[src/rtl/bcd_display_driver.sv]
// Binary-to-BCD (double-dabble) converter feeding a 4-digit multiplexed seven-segment display.
// Optional macro LEADING_ZERO_BLANK_EN suppresses leading zeros on the hundreds and tens digits.
`timescale 1ns/1ps

module bcd_display_driver #(
   parameter int SCAN_DIV  = 50_000,
   parameter int BLANK_CYC = 500
) (
   input  logic        sys_clk,
   input  logic        rst_n,
   input  logic [7:0]  value,
   output logic [11:0] bcd,
   output logic        bcd_valid,
   output logic        busy,
   output logic [3:0]  an,
   output logic [6:0]  seg,
   output logic        dp
);

   localparam int CW = (SCAN_DIV > 1) ? $clog2(SCAN_DIV) : 1;

   typedef enum logic [1:0] {
      IDLE   = 2'd0,
      SHIFT  = 2'd1,
      COMMIT = 2'd2
   } state_t;

   state_t      state, state_nx;
   logic [7:0]  last_val, last_val_nx;
   logic [7:0]  shreg, shreg_nx;
   logic [11:0] scratch, scratch_nx;
   logic [11:0] adj;
   logic [11:0] bcd_nx;
   logic [3:0]  iter, iter_nx;

   function automatic logic [3:0] add3(input logic [3:0] d);
      return (d >= 4'd5) ? d + 4'd3 : d;
   endfunction

   // ---------------- conversion FSM ----------------
   always_ff @(posedge sys_clk or negedge rst_n) begin
      if (!rst_n) begin
         state    <= IDLE;
         last_val <= '0;
         shreg    <= '0;
         scratch  <= '0;
         iter     <= '0;
         bcd      <= '0;
      end else begin
         state    <= state_nx;
         last_val <= last_val_nx;
         shreg    <= shreg_nx;
         scratch  <= scratch_nx;
         iter     <= iter_nx;
         bcd      <= bcd_nx;
      end
   end

   always_comb begin
      state_nx    = state;
      last_val_nx = last_val;
      shreg_nx    = shreg;
      scratch_nx  = scratch;
      iter_nx     = iter;
      bcd_nx      = bcd;
      adj         = '0;
      case (state)
         IDLE: begin
            if (value != last_val) begin
               shreg_nx    = value;
               last_val_nx = value;
               scratch_nx  = '0;
               iter_nx     = 4'd8;
               state_nx    = SHIFT;
            end
         end
         SHIFT: begin
            adj        = {add3(scratch[11:8]), add3(scratch[7:4]), add3(scratch[3:0])};
            scratch_nx = (adj << 1) | {11'd0, shreg[7]};
            shreg_nx   = {shreg[6:0], 1'b0};
            iter_nx    = iter - 4'd1;
            // The result is committed on the last iteration so bcd and bcd_valid appear together.
            if (iter == 4'd1) begin
               bcd_nx   = scratch_nx;
               state_nx = COMMIT;
            end
         end
         COMMIT: begin
            state_nx = IDLE;
         end
         default: begin
            state_nx = IDLE;
         end
      endcase
   end

   assign busy      = (state == SHIFT);
   assign bcd_valid = (state == COMMIT);

   // ---------------- display scan ----------------
   logic [CW-1:0] scan_cnt;
   logic [1:0]    digit_idx;
   logic [3:0]    digit;
   logic          blank;
   logic [3:0]    an_nx;
   logic [6:0]    seg_nx;

   function automatic logic [6:0] seg7(input logic [3:0] d);
      case (d)
         4'd0:    return 7'b1000000;
         4'd1:    return 7'b1111001;
         4'd2:    return 7'b0100100;
         4'd3:    return 7'b0110000;
         4'd4:    return 7'b0011001;
         4'd5:    return 7'b0010010;
         4'd6:    return 7'b0000010;
         4'd7:    return 7'b1111000;
         4'd8:    return 7'b0000000;
         4'd9:    return 7'b0010000;
         default: return 7'b1111111;
      endcase
   endfunction

   always_ff @(posedge sys_clk or negedge rst_n) begin
      if (!rst_n) begin
         scan_cnt  <= '0;
         digit_idx <= '0;
      end else if (scan_cnt == CW'(SCAN_DIV - 1)) begin
         scan_cnt  <= '0;
         digit_idx <= digit_idx + 2'd1;
      end else begin
         scan_cnt  <= scan_cnt + CW'(1);
      end
   end

   always_comb begin
      digit = bcd[3:0];
      blank = 1'b0;
      case (digit_idx)
         2'd0: digit = bcd[3:0];
         2'd1: begin
            digit = bcd[7:4];
`ifdef LEADING_ZERO_BLANK_EN
            blank = (bcd[11:4] == 8'd0);
`endif
         end
         2'd2: begin
            digit = bcd[11:8];
`ifdef LEADING_ZERO_BLANK_EN
            blank = (bcd[11:8] == 4'd0);
`endif
         end
         default: blank = 1'b1;
      endcase
   end

   // an and seg are both registered from the same counter state so they switch together.
   always_comb begin
      seg_nx = blank ? 7'b1111111 : seg7(digit);
      an_nx  = (scan_cnt < CW'(BLANK_CYC)) ? 4'b1111 : ~(4'b0001 << digit_idx);
   end

   always_ff @(posedge sys_clk or negedge rst_n) begin
      if (!rst_n) begin
         an  <= 4'b1111;
         seg <= 7'b1111111;
      end else begin
         an  <= an_nx;
         seg <= seg_nx;
      end
   end

   assign dp = 1'b1;

endmodule

[config.mk]
export PLATFORM = sky130hd
export DESIGN_NAME = bcd_display_driver
export DESIGN_NICKNAME = d
export VERILOG_FILES = /design/src/rtl/bcd_display_driver.sv
export SDC_FILE = /design/constraint.sdc
export NUM_CORES = 1
export LEC_CHECK = 0
export ABC_AREA = 1
export CAP_MARGIN = 15
export CORE_MARGIN = 2
export CORE_UTILIZATION = 57
export DETAILED_ROUTE_END_ITERATION = 12
export PLACE_DENSITY = 0.79
export SYNTH_ARGS = -nofsm -noshare
export SYNTH_HDL_FRONTEND = slang
export SYNTH_SLANG_ARGS = --single-unit
[constraint.sdc]
create_clock -name sys_clk -period 2.65 [get_ports sys_clk]
set_input_delay 0.53 -clock sys_clk [delete_from_list [all_inputs] [get_ports sys_clk]]
set_output_delay 0.53 -clock sys_clk [all_outputs]
set_load 0.005 [all_outputs]
==> results.sh <==
export IMPL_final_setup_skew_ns=0.0101
export IMPL_dr_pass1_iters=4
export IMPL_syn_area_um2=3870
export IMPL_ys_warn_count=0
export IMPL_rows=30
export IMPL_max_freq_mhz=473
export IMPL_grt_max_degree=43
export IMPL_antenna_cells=0
export IMPL_die_area_um2=7460
export IMPL_tightest_slew_ns=0.511
export IMPL_cp_depth=9
export IMPL_worstPathCellList="inv_1, ha_1, o21ai_0, inv_1, ha_1, nand2_1, nand2_1, nand2_1, nand2_1"
export IMPL_place_ws_ns=0.385
export IMPL_ctsResizeCount=0
export IMPL_instances_no_fill=606
export IMPL_power_density_nw_per_um2=1030
export IMPL_drc=0
export IMPL_slowest_stage="ha_1"
export IMPL_met1Wirelength_um=3340
export IMPL_maxCapViolations=0
export IMPL_wirelength_um=7390
export IMPL_worstSetupPathType="register to register"
export IMPL_yosysMostFrequentCell="nand2_1"
export IMPL_drt_iter0_drc=110
export IMPL_syn_nets=509
export IMPL_io_pins=36
export IMPL_synth_top_flop_cell="dfrtp_1"
export IMPL_crit_arrival_ns=2.39
export IMPL_synth_area_top_cells="dfrtp_1 (41%), nand2_1 (16%), dfstp_2 (7.5%), ha_1 (5.5%), nand3_1 (5.2%)"
export IMPL_synth_edf_count=0
export IMPL_startpoint_type="register"
export IMPL_hold_buffers=0
export IMPL_grt_pass1_vias=3052
export IMPL_grtUsageTotal_pct=22.5
export IMPL_required_ns=2.93
export IMPL_synth_seq_cells=75
export IMPL_ys_types=31
export IMPL_critPathCaptureType="register"
export IMPL_die_w_um=86.4
export IMPL_layout_min_cycle_time_ns=2.11
export IMPL_cts_setup_buffers=0
export IMPL_cp_num_buf_inv=2
export IMPL_insertion_delay_ns=0.35
export IMPL_fin_crit_sh_pct=79.8
export IMPL_crit_end="seg[3]$_DFF_PN1_"
export IMPL_layout_drive_gt1_share_pct=9.89
export IMPL_wl_met2_um=3620
export IMPL_initial_utilization_pct=57.9
export IMPL_syn_inst=482
export IMPL_nets=548
export IMPL_antenna_left=0
export IMPL_cts_buffers=9
export IMPL_synthTopCellsByCount="nand2_1 (164), dfrtp_1 (64), inv_1 (51)"
export IMPL_finalWeightedCongestion=0.833
export IMPL_cp_common_cell="nand2_1"
export IMPL_placed_cells=590
export IMPL_hold_violations=0
export IMPL_seq_area_frac_synth_pct=48.9
export IMPL_root_buffer="clkbuf_8"
export IMPL_yosysTopAreaCell="dfrtp_1"
export IMPL_critical_path_max_stage_delay_ns=0.42
export IMPL_via_count=3149
export IMPL_worstReg2RegStart="digit_idx[0]$_DFFE_PN0N_"
export IMPL_whs_ns=0.220
export IMPL_fill_cells=567
export IMPL_status="completed"
export IMPL_cts_tree="built"
export IMPL_syn_area_per_cell_um2=8.03
export IMPL_grt_pass1_wl_um=13300
export IMPL_slew_violations=0
export IMPL_async_flop_share_pct=100
export IMPL_port_buffers=34
export IMPL_overflow=0
export IMPL_yosysTopAreaCellShare_pct=41.4
export IMPL_cts_clk_slew_worst_paths_ns=0.07
export IMPL_drt_vias_per_instance=5.20
export IMPL_setup_violations=0
export IMPL_ir_worst_vdd_uv=1110
export IMPL_dr_max_layer_used="met4"
export IMPL_slew_headroom_pct=65.9
export IMPL_cts_sinks=75
export IMPL_rrSetupSlack_ns=0.54
export IMPL_finalWorstSetupSlack_ns=0.536
export IMPL_startpoint="digit_idx[0]$_DFFE_PN0N_"
export IMPL_fp_coreArea_um2=6680
export IMPL_ctsLongestPathBuffers=2
export IMPL_rsz0062_at_grt="false"
export IMPL_die_h_um=86.4
export IMPL_wl_per_cell_um=12.2
export IMPL_cts_max_level=3
export IMPL_r2r_end="seg[3]$_DFF_PN1_"
export IMPL_crit_family="adder cells"
export IMPL_cp_max_fo=8
export IMPL_area_growth_pct=15.2
export IMPL_hold_path_class="input pin to asynchronous set/reset pin"
export IMPL_wl_met3_um=255
export IMPL_power_leakage_nw=2.29
export IMPL_rr_worst_depth=9
export IMPL_finalSetupTns_ns=0
export IMPL_antenna_found_initial=0
export IMPL_post_dp_hpwl_um=5390
worst min path at each step:
stage,from,to,cells past startpoint
after detailed placement,shreg[1]$_DFFE_PN0P_,shreg[1]$_DFFE_PN0P_,2
final,rst_n,bcd[3]$_DFFE_PN0P_,2
after floorplan,rst_n,bcd[0]$_DFFE_PN0P_,0
after global routing,rst_n,bcd[3]$_DFFE_PN0P_,2
after global placement,last_val[0]$_DFFE_PN0P_,last_val[0]$_DFFE_PN0P_,2
after CTS,rst_n,bcd[3]$_DFFE_PN0P_,2
where the power goes:
group	switching, mW	internal (mW)
Sequential	0.292	1.57
Combinational	1.13	0.867
Clock	0.392	0.362
Total	1.81	2.80
worst register-to-register path, cell delays in order, from the launching register on:
cell,delay [ns]
dfrtp_1,0.40
inv_1,0.11
ha_1,0.42
o21ai_0,0.36
inv_1,0.15
ha_1,0.36
nand2_1,0.10
nand2_1,0.06
nand2_1,0.06
nand2_1,0.05
registers in the layout (all words and copies together), names as in the netlist:
register / count
scan_cnt: 16
bcd: 12
scratch: 12
last_val: 8
shreg: 8
seg: 7
an: 4
iter: 4
digit_idx: 2
state: 2
final cells by class:
type | instances | area, um2 | share of cell area (%)
Sequential cell | 75 | 1890 | 42.4
Multi-Input combinational cell | 340 | 1710 | 38.4
Timing Repair Buffer | 41 | 388 | 8.70
Inverter | 54 | 203 | 4.55
Clock buffer | 13 | 149 | 3.34
Tap cell | 80 | 100 | 2.24
Clock inverter | 3 | 15.0 | 0.337
layout by cell type, fill, tap and decap left out, drive strengths merged:
cell,instances
ha,17
a21boi,1
conb,1
xor2,8
nand3,41
dfstp,11
buf,8
o21ai,35
clkdlybuf4s50,33
a21oi,13
nand4,3
dfrtp,64
nor4,1
nor3,4
nor2,31
a22oi,1
o21a,2
clkbuf,13
inv,54
nand2,166
and3,1
clkinv,3
xnor2,8
or2,5
o31ai,2
stage by stage:
step | utilization (%) | total power [mW] | instance area, um2
2_1_floorplan | - | 3.19 | 3870
3_3_place_gp | 64.3 | 3.79 | 4300
3_5_place_dp | 64.3 | 3.88 | 4300
4_1_cts | 66.7 | 4.65 | 4460
5_1_grt | 66.7 | 5.08 | 4460
6_report | 66.7 | 4.61 | 4460
kinds of logic after synthesis:
| group | after synthesis | share of synthesized area (%) |
|---|---|---|
| fa+ha+maj | 17 | 5.50 |
| xor+xnor | 16 | 3.62 |
| other cells | 1 | 0.0969 |
| buf+inv | 67 | 6.85 |
| compound gates | 54 | 7.95 |
| flops | 75 | 48.9 |
| simple gates | 252 | 27.1 |
routing by layer:
| metal | global-route usage [%] | up-vias |
|---|---|---|
| li1 | - | 1593 |
| met1 | 27.9 | 1485 |
| met2 | 38.5 | 54 |
| met3 | 4.10 | 17 |
| met4 | 9.66 | 0 |
| met5 | 0 | - |
No activity file was read; power rests on OpenSTA's default activity.
